===== src/rtl/hamming_rx_controller.sv =====
// Hamming(7,4) RX controller: gates the receiver, corrects single-bit errors, pairs nibbles into bytes and buffers them.
// Optional corrected-codeword counter enabled by defining HAMMING_RX_STATS_EN.
module hamming_rx_controller #(
  parameter int DEPTH          = 4,
  parameter int TIMEOUT_CYCLES = 1024
) (
  input  logic       clk,
  input  logic       rst,
  input  logic       ena,
  input  logic [6:0] rx_data,
  input  logic       rx_valid,
  output logic       rx_ena,
  output logic [7:0] out_data,
  output logic       out_valid,
  input  logic       out_ready,
  output logic       corrected,
  output logic       frame_drop,
  output logic       overflow,
  output logic [7:0] err_count,
  input  logic       clear_stats
);

  localparam int AW = (DEPTH > 1) ? $clog2(DEPTH) : 1;
  localparam int TW = (TIMEOUT_CYCLES > 1) ? $clog2(TIMEOUT_CYCLES) : 1;
  localparam logic [TW-1:0] T_LAST   = TW'(TIMEOUT_CYCLES - 1);
  localparam logic [AW:0]   FULL_CNT = (AW + 1)'(DEPTH);

  typedef enum logic {
    LO_WAIT,
    HI_WAIT
  } state_t;

  state_t          state;
  logic [TW-1:0]   timer;
  logic [3:0]      lo;
  logic            push_pend;
  logic [7:0]      push_byte;

  logic [7:0]      mem [DEPTH];
  logic [AW-1:0]   wr_ptr;
  logic [AW-1:0]   rd_ptr;
  logic [AW:0]     count;

  logic [2:0]      syn;
  logic [6:0]      cw_fix;
  logic [3:0]      nibble;
  logic            accept;
  logic            corr_evt;
  logic            fifo_full;
  logic            push;
  logic            pop;
  logic            wr_en;

  assign syn = {rx_data[3] ^ rx_data[4] ^ rx_data[5] ^ rx_data[6],
                rx_data[1] ^ rx_data[2] ^ rx_data[5] ^ rx_data[6],
                rx_data[0] ^ rx_data[2] ^ rx_data[4] ^ rx_data[6]};

  // The syndrome is the 1-based position of the flipped bit.
  always_comb begin
    // NOTE: every variable gets a default first so no path leaves it unassigned (no latch).
    cw_fix = rx_data;
    if (syn != 3'd0) cw_fix = rx_data ^ (7'd1 << (syn - 3'd1));
    nibble = {cw_fix[6], cw_fix[5], cw_fix[4], cw_fix[2]};
  end

  assign accept    = ena & rx_valid;
  assign corr_evt  = accept & (syn != 3'd0);
  assign fifo_full = (count == FULL_CNT);
  assign rx_ena    = ena & ~fifo_full;

  assign push  = ena & push_pend;
  assign pop   = ena & out_valid & out_ready;
  assign wr_en = push & (~fifo_full | pop);

  // Nibble pairing FSM; the assembled byte is staged one cycle before it enters the FIFO.
  always_ff @(posedge clk or posedge rst) begin
    if (rst) begin
      state      <= LO_WAIT;
      timer      <= '0;
      lo         <= '0;
      push_pend  <= 1'b0;
      push_byte  <= '0;
      corrected  <= 1'b0;
      frame_drop <= 1'b0;
    end else begin
      // NOTE: state registers use non-blocking assignments so every read sees the pre-edge value.
      corrected  <= corr_evt;
      frame_drop <= 1'b0;
      if (ena) begin
        push_pend <= 1'b0;
        case (state)
          LO_WAIT: begin
            if (rx_valid) begin
              lo    <= nibble;
              timer <= '0;
              state <= HI_WAIT;
            end
          end
          HI_WAIT: begin
            if (rx_valid) begin
              push_pend <= 1'b1;
              push_byte <= {nibble, lo};
              state     <= LO_WAIT;
            end else if (timer == T_LAST) begin
              frame_drop <= 1'b1;
              state      <= LO_WAIT;
            end else begin
              timer <= timer + TW'(1);
            end
          end
          default: state <= LO_WAIT;
        endcase
      end
    end
  end

  // NOTE: the storage array has no reset; out_data is masked while empty so stale entries never show.
  always_ff @(posedge clk) begin
    if (wr_en) mem[wr_ptr] <= push_byte;
  end

  always_ff @(posedge clk or posedge rst) begin
    if (rst) begin
      wr_ptr   <= '0;
      rd_ptr   <= '0;
      count    <= '0;
      overflow <= 1'b0;
    end else begin
      if (wr_en) wr_ptr <= wr_ptr + AW'(1);
      if (pop)   rd_ptr <= rd_ptr + AW'(1);
      if (wr_en && !pop)      count <= count + (AW + 1)'(1);
      else if (!wr_en && pop) count <= count - (AW + 1)'(1);
      // A dropped byte outranks a clear in the same cycle.
      if (push && fifo_full && !pop) overflow <= 1'b1;
      else if (clear_stats)          overflow <= 1'b0;
    end
  end

  assign out_valid = (count != '0);
  assign out_data  = out_valid ? mem[rd_ptr] : 8'h00;

`ifdef HAMMING_RX_STATS_EN
  logic [7:0] err_q;

  always_ff @(posedge clk or posedge rst) begin
    if (rst) begin
      err_q <= 8'h00;
    end else if (corr_evt) begin
      if (clear_stats)          err_q <= 8'd1;
      else if (err_q != 8'hFF)  err_q <= err_q + 8'd1;
    end else if (clear_stats) begin
      err_q <= 8'h00;
    end
  end

  assign err_count = err_q;
`else
  assign err_count = 8'h00;
`endif

endmodule

===== config.mk =====
export PLATFORM = sky130hd
export DESIGN_NAME = hamming_rx_controller
export DESIGN_NICKNAME = d
export VERILOG_FILES = /design/src/rtl/hamming_rx_controller.sv
export SDC_FILE = /design/constraint.sdc
export NUM_CORES = 1
export LEC_CHECK = 0
export ABC_AREA = 1
export CAP_MARGIN = 20
export CORE_MARGIN = 2
export CORE_UTILIZATION = 56
export DETAILED_ROUTE_END_ITERATION = 12
export PLACE_DENSITY = 0.78
export SYNTH_ARGS = -nofsm -noshare
export SYNTH_HDL_FRONTEND = slang
export SYNTH_SLANG_ARGS = --single-unit

===== constraint.sdc =====
create_clock -name clk -period 2.3 [get_ports clk]
set_input_delay 0.46 -clock clk [delete_from_list [all_inputs] [get_ports clk]]
set_output_delay 0.46 -clock clk [all_outputs]
set_load 0.01 [all_outputs]

### Yosys cells after proc, flatten, opt, wreduce, memory -nomap -nowiden

Memory sizes are Yosys's and may differ from the RTL's.
Index checks and enable logic that the tools add are counted.

* bits of input ports: 13
* memory bits (writable): 32
* memories: 1
* word-level logic and storage cells: 78
* output and inout bits: 21
* register bits: 34

Memories
* mem: depth 4, bits a word 8, read ports 1, clocked after Yosys merged registers in 0, wr ports 1, RTL line 39 `logic [7:0] mem [DEPTH];`

* $add $sub $neg: 6
* bitwise gates (word level): 20
* shifts and indexed selects: 1
* eq/ne operators: 5
* reductions and logical operators: 13
* multiplexer cells: 21

Operators by type and width (number)
* 10-bit two-way mux: 3
* 10-bit one-hot mux with 2 select lines: 1
* 1-bit two-way mux: 12
* 10-bit by 1-bit adder with 10-bit output (second input constant): 1
* 10-bit equality test (second input constant): 1
* 1-bit XOR: 9
* 8-bit two-way mux: 1
* 1-bit AND: 7
* 7-bit two-way mux: 1
* 1-bit by 3-bit left shift with 7-bit output (first input constant): 1
* 7-bit XOR: 1
* 3-bit two-way mux: 2
* 2-bit inequality test (second input constant): 3
* 3-bit AND reduction: 2
* 3-bit nonzero test: 2
* 3-bit by 1-bit subtractor with 3-bit output (second input constant): 2
* 2-bit by 1-bit adder with 2-bit output (second input constant): 2
* 1-bit logical AND: 4
* 4-bit AND reduction: 1
* 2-bit nonzero test: 2
* 3-bit by 1-bit adder with 3-bit output (second input constant): 1
* 3-bit equality test (second input constant): 1
* 1-bit zero test: 2
* 1-bit inverter: 2
* 2 further kinds: 2

### Logic depth before layout (Yosys ltp)

* word-level depth: 9
* mapped depth: 14
* depth with buffers taken out: 14

### Worst setup path after synthesis

Ideal clock, no wire load.

* path kind: reg2reg
* from: register count[0]
* to: register count[1]
* data required time: 2175 ps
* slack: 154 ps
* path buffers: 0
* setup time: 125 ps
* stages on the path, launching flop included: 11
* clock period less this slack: 2146 ps
* arrival: 2022 ps
* cell sequence: dfrtp_1 > nor2_1 > nand2_1 > nand3_1 > nand2_1 > nand2_1 > inv_1 > ha_1 > inv_1 > fa_1 > mux2_2

* word-level cells in the longest chain between the ends: 8
* elaborated cells between the ends (all ways): 16
* classes of those cells: add/sub: 2; eq/ne: 1; mux: 2; bitwise: 5; reduce/logical: 6

RTL lines
* start, declared: RTL line 42 `logic [AW:0] count;`
* start signal, assigned: RTL line 131 `if (wr_en && !pop) count <= count + (AW + 1)'(1);`
* start signal, assigned: RTL line 132 `else if (!wr_en && pop) count <= count - (AW + 1)'(1);`
* 3-bit nonzero test *: RTL line 139 `assign out_valid = (count != '0);`
* named net out_valid: RTL line 14 `output logic out_valid,`
* 1-bit AND * (2 in series): RTL line 72 `assign pop = ena & out_valid & out_ready;`
* 1-bit bitwise OR *: RTL line 73 `assign wr_en = push & (~fifo_full | pop);`
* 1-bit AND *: RTL line 73
* named net wr_en: RTL line 52 `logic wr_en;`
* 1-bit zero test: RTL line 132
* 1-bit logical AND: RTL line 132
* 2-bit nonzero test (no line)

Mark *: on every way through the listed nets, which the timed path passes. The rest lies on a longest branch. The select of a mux whose other input is x is not followed.
A chain may end at the register's enable or synchronous reset.

### Final worst setup path

* from: register rd_ptr[0]
* to: output out_data[6]

* word-level cells in the longest chain between the ends: 2

RTL lines
* start, declared: RTL line 41 `logic [AW-1:0] rd_ptr;`
* start signal, assigned: RTL line 130 `if (pop) rd_ptr <= rd_ptr + AW'(1);`
* memory read 4 x 8 bit
* 8-bit two-way mux: RTL line 140 `assign out_data = out_valid ? mem[rd_ptr] : 8'h00;`
* end, declared: RTL line 13 `output logic [7:0] out_data,`

No other way between the ends.

==> flow_metrics.env <==
export IMPL_critPathLaunch="rd_ptr[0]$_DFFE_PP0N_"
export IMPL_pin_count=34
export IMPL_drive_gt1_share_pct=14.9
export IMPL_syn_area_per_cell_um2=8.97
export IMPL_p_leak_nw=1.86
export IMPL_grt_pass1_vias=2350
export IMPL_die_width_um=79.9
export IMPL_dieArea_um2=6390
export IMPL_rows=27
export IMPL_final_setup_viol_count=0
export IMPL_cap_violations=0
export IMPL_swShare_pct=33.5
export IMPL_synth_warnings=0
export IMPL_rsz0062_at_grt="false"
export IMPL_path_buf_inv=4
export IMPL_worstPathCellList="clkinvlp_4 > buf_4 > buf_4 > o21ai_0 > a21oi_1 > dlygate4sd2_1"
export IMPL_powerDensity_nw_per_um2=989
export IMPL_switchingPower_mw=1.31
export IMPL_via_per_inst=5.05
export IMPL_irDropWorstVdd_mv=0.589
export IMPL_ant_nets=0
export IMPL_fin_skew_ns=0.00677
export IMPL_crit_path_top_delay_cell="dfrtp_2"
export IMPL_cp_common_cell="buf_4"
export IMPL_worstHoldStart="lo[2]$_DFFE_PP0P_"
export IMPL_holdWs_ns=0.478
export IMPL_clk_latency_ns=0.34
export IMPL_cts_tree="built"
export IMPL_status="complete, no violations"
export IMPL_dp_cells=479
export IMPL_htreeDepth=3
export IMPL_syn2layout_area_growth_pct=22.8
export IMPL_end_kind="primary output"
export IMPL_grt_pass1_wl_um=10300
export IMPL_hpwl_um=4140
export IMPL_synth_cell_type_count=30
export IMPL_path_max_fanout=4
export IMPL_final_common_cell="nand2_1"
export IMPL_fp_coreArea_um2=5540
export IMPL_ys_ff_latch=66
export IMPL_grt_start_max_net_pins=35
export IMPL_io_buffers=25
export IMPL_track_usage_pct=21.9
export IMPL_min_period_ns=2.20
export IMPL_arrival_ns=1.74
export IMPL_netlist_area_um2=3230
export IMPL_first_pass_iters=4
export IMPL_power_frac_seq_pct=43.0
export IMPL_post_route_drc_count=0
export IMPL_antenna_cells=0
export IMPL_antenna_found_initial=0
export IMPL_place_gp_congestion=0.821
export IMPL_die_y_um=79.9
export IMPL_wl_per_cell_um=12.5
export IMPL_hold_buffers=0
export IMPL_ctsLongestPathBuffers=2
export IMPL_p_total_mw=3.92
export IMPL_numClockSinks=66
export IMPL_synth_cells=360
export IMPL_start_kind="flop"
export IMPL_wl_um=6240
export IMPL_pwr_share_clk_pct=22.8
export IMPL_utilization_pct=71.6
export IMPL_p_int_mw=2.61
export IMPL_holdCritPathClass="reg2reg"
export IMPL_layout_setup_ws_ns=0.0962
export IMPL_combinationalPowerShare_pct=34.2
export IMPL_clk_pin_slew_ns=0.06
export IMPL_worstSetupPathType="reg2out"
export IMPL_nets=446
export IMPL_instances_no_fill=501
export IMPL_ys_seq_area_share_pct=56.1
export IMPL_r2r_start="count[0]$_DFFE_PP0P_"
export IMPL_drt_iter0_drc=94
export IMPL_hold_violations=0
export IMPL_clock_fmax_ghz=0.454
export IMPL_dp_slack_ns=-0.227
export IMPL_finalCritPeriodShare_pct=95.8
export IMPL_slowest_delay_ns=0.43
export IMPL_crit_required_ns=1.84
export IMPL_drv_slew=0
export IMPL_start_util_pct=58.3
export IMPL_clockRootBuffer="clkbuf_8"
export IMPL_tritoncts_num_buffers=9
export IMPL_num_vias=2529
export IMPL_layout_common_cells="nand2_1, nor2_1, inv_1, buf_4, dfrtp_1"
export IMPL_grt_remaining_overflow=0
export IMPL_path_delay_family="buffers and inverters"
==> flip-flops by register name, summed over array words and instances (netlist names), 2 cells and up <==
register   cells
mem           32
timer         10
push_byte      8
lo             4
count          3
rd_ptr         2
wr_ptr         2
==> Yosys cell counts <==
library cell  instances  area, um2
edfxtp_1             32        961
ha_1                  7       87.6
buf_4                 9       67.6
o21ai_2               2       17.5
fa_1                  1       20.0
o31ai_1               2       15.0
mux2_2                1       11.3
nor2_2                3       18.8
nor2_4                1       11.3
o21ai_1               4       20.0
a21oi_1               8       40.0
inv_1                37        139
conb_1                1       3.75
buf_2                 3       15.0
nand2_1              91        342
buf_6                 1       11.3
xor2_1                5       43.8
nor3_1                4       20.0
nand4_1               6       37.5
clkinv_1              1       3.75
dfrtp_1              34        851
o22ai_1               1       6.26
clkbuf_1              1       3.75
o21ai_0              22        110
inv_2                 2       7.51
nand2_2               3       18.8
nand3_1              20        100
nor2_1               52        195
a21o_1                1       7.51
xnor2_1               5       43.8
==> final cells by class <==
class	instances	area, um2
clock buffers	12	135
clock inverters	3	41.3
fillers	444	1580
inverters	40	154
multi-input cells	247	1200
flip-flops and latches	66	1810
well taps	72	90.1
repair buffers	61	528
==> logic make-up (layout without fill, tap and decap cells) <==
family | Yosys count | count (layout) | synth area share [%]
fa+ha+maj | 8 | 8 | 3.33
xor+xnor | 10 | 10 | 2.71
flops | 66 | 66 | 56.1
buf+inv | 54 | 116 | 7.67
other cells | 1 | 8 | 0.116
mux | 1 | 1 | 0.349
simple gates | 180 | 180 | 23.0
compound gates | 40 | 40 | 6.70
==> path summary, 6_finish.rpt <==
check	end	slack (ns)	cells past startpoint
worst max-delay path	out_data[6]	0.1	6
worst min-delay path	push_byte[2]$_DFFE_PP0P_	0.48	2
worst max register to register	count[1]$_DFFE_PP0P_	0.25	10
worst min register to register	push_byte[2]$_DFFE_PP0P_	0.48	2
max in group asynchronous	rd_ptr[0]$_DFFE_PP0N_	1.44	3
min in group asynchronous	timer[8]$_DFFE_PP0P_	0.52	3
==> metal layers <==
metal | routed length (um) | global-route usage, % | part of all wire, % | up-vias
met4 | 115 | 10.7 | 1.8 | 0
met3 | 250 | 5.32 | 4.0 | 9
li1 | - | - | - | 1287
met5 | 0 | 0 | 0 | -
met1 | 2700 | 26.4 | 43 | 1171
met2 | 3170 | 36.6 | 51 | 62
==> power by group through the flow <==
stage | sequential [mW] | clock (mW) | combinational (mW)
global route | 1.72 | 0.947 | 1.50
finish | 1.69 | 0.892 | 1.34
global placement | 1.68 | 0 | 1.24
detailed placement | 1.69 | 0 | 1.28
floorplan | 1.63 | 0 | 0.814
CTS | 1.69 | 0.906 | 1.33
==> repair_timing <==
item	in CTS	in global routing
setup buffers	5	1
gates cloned	1	0
hold endpoints to repair	0	0
endpoints found under the setup margin	9	7
resized for setup	16	6
==> tightest hold or removal path, cell delays in order, from the launching register on <==
cell and delay [ns]:
dfrtp_1 0.34, nand2_1 0.05, nand2_1 0.05
==> through the flow <==
stage,instance area (um2),setup TNS (ns)
3_3_place_gp,3720,-0.919
6_report,3970,0
5_1_grt,3970,0
2_1_floorplan,3260,0
3_5_place_dp,3720,-1.60
4_1_cts,3940,0
Power figures use the tool's default switching activity.
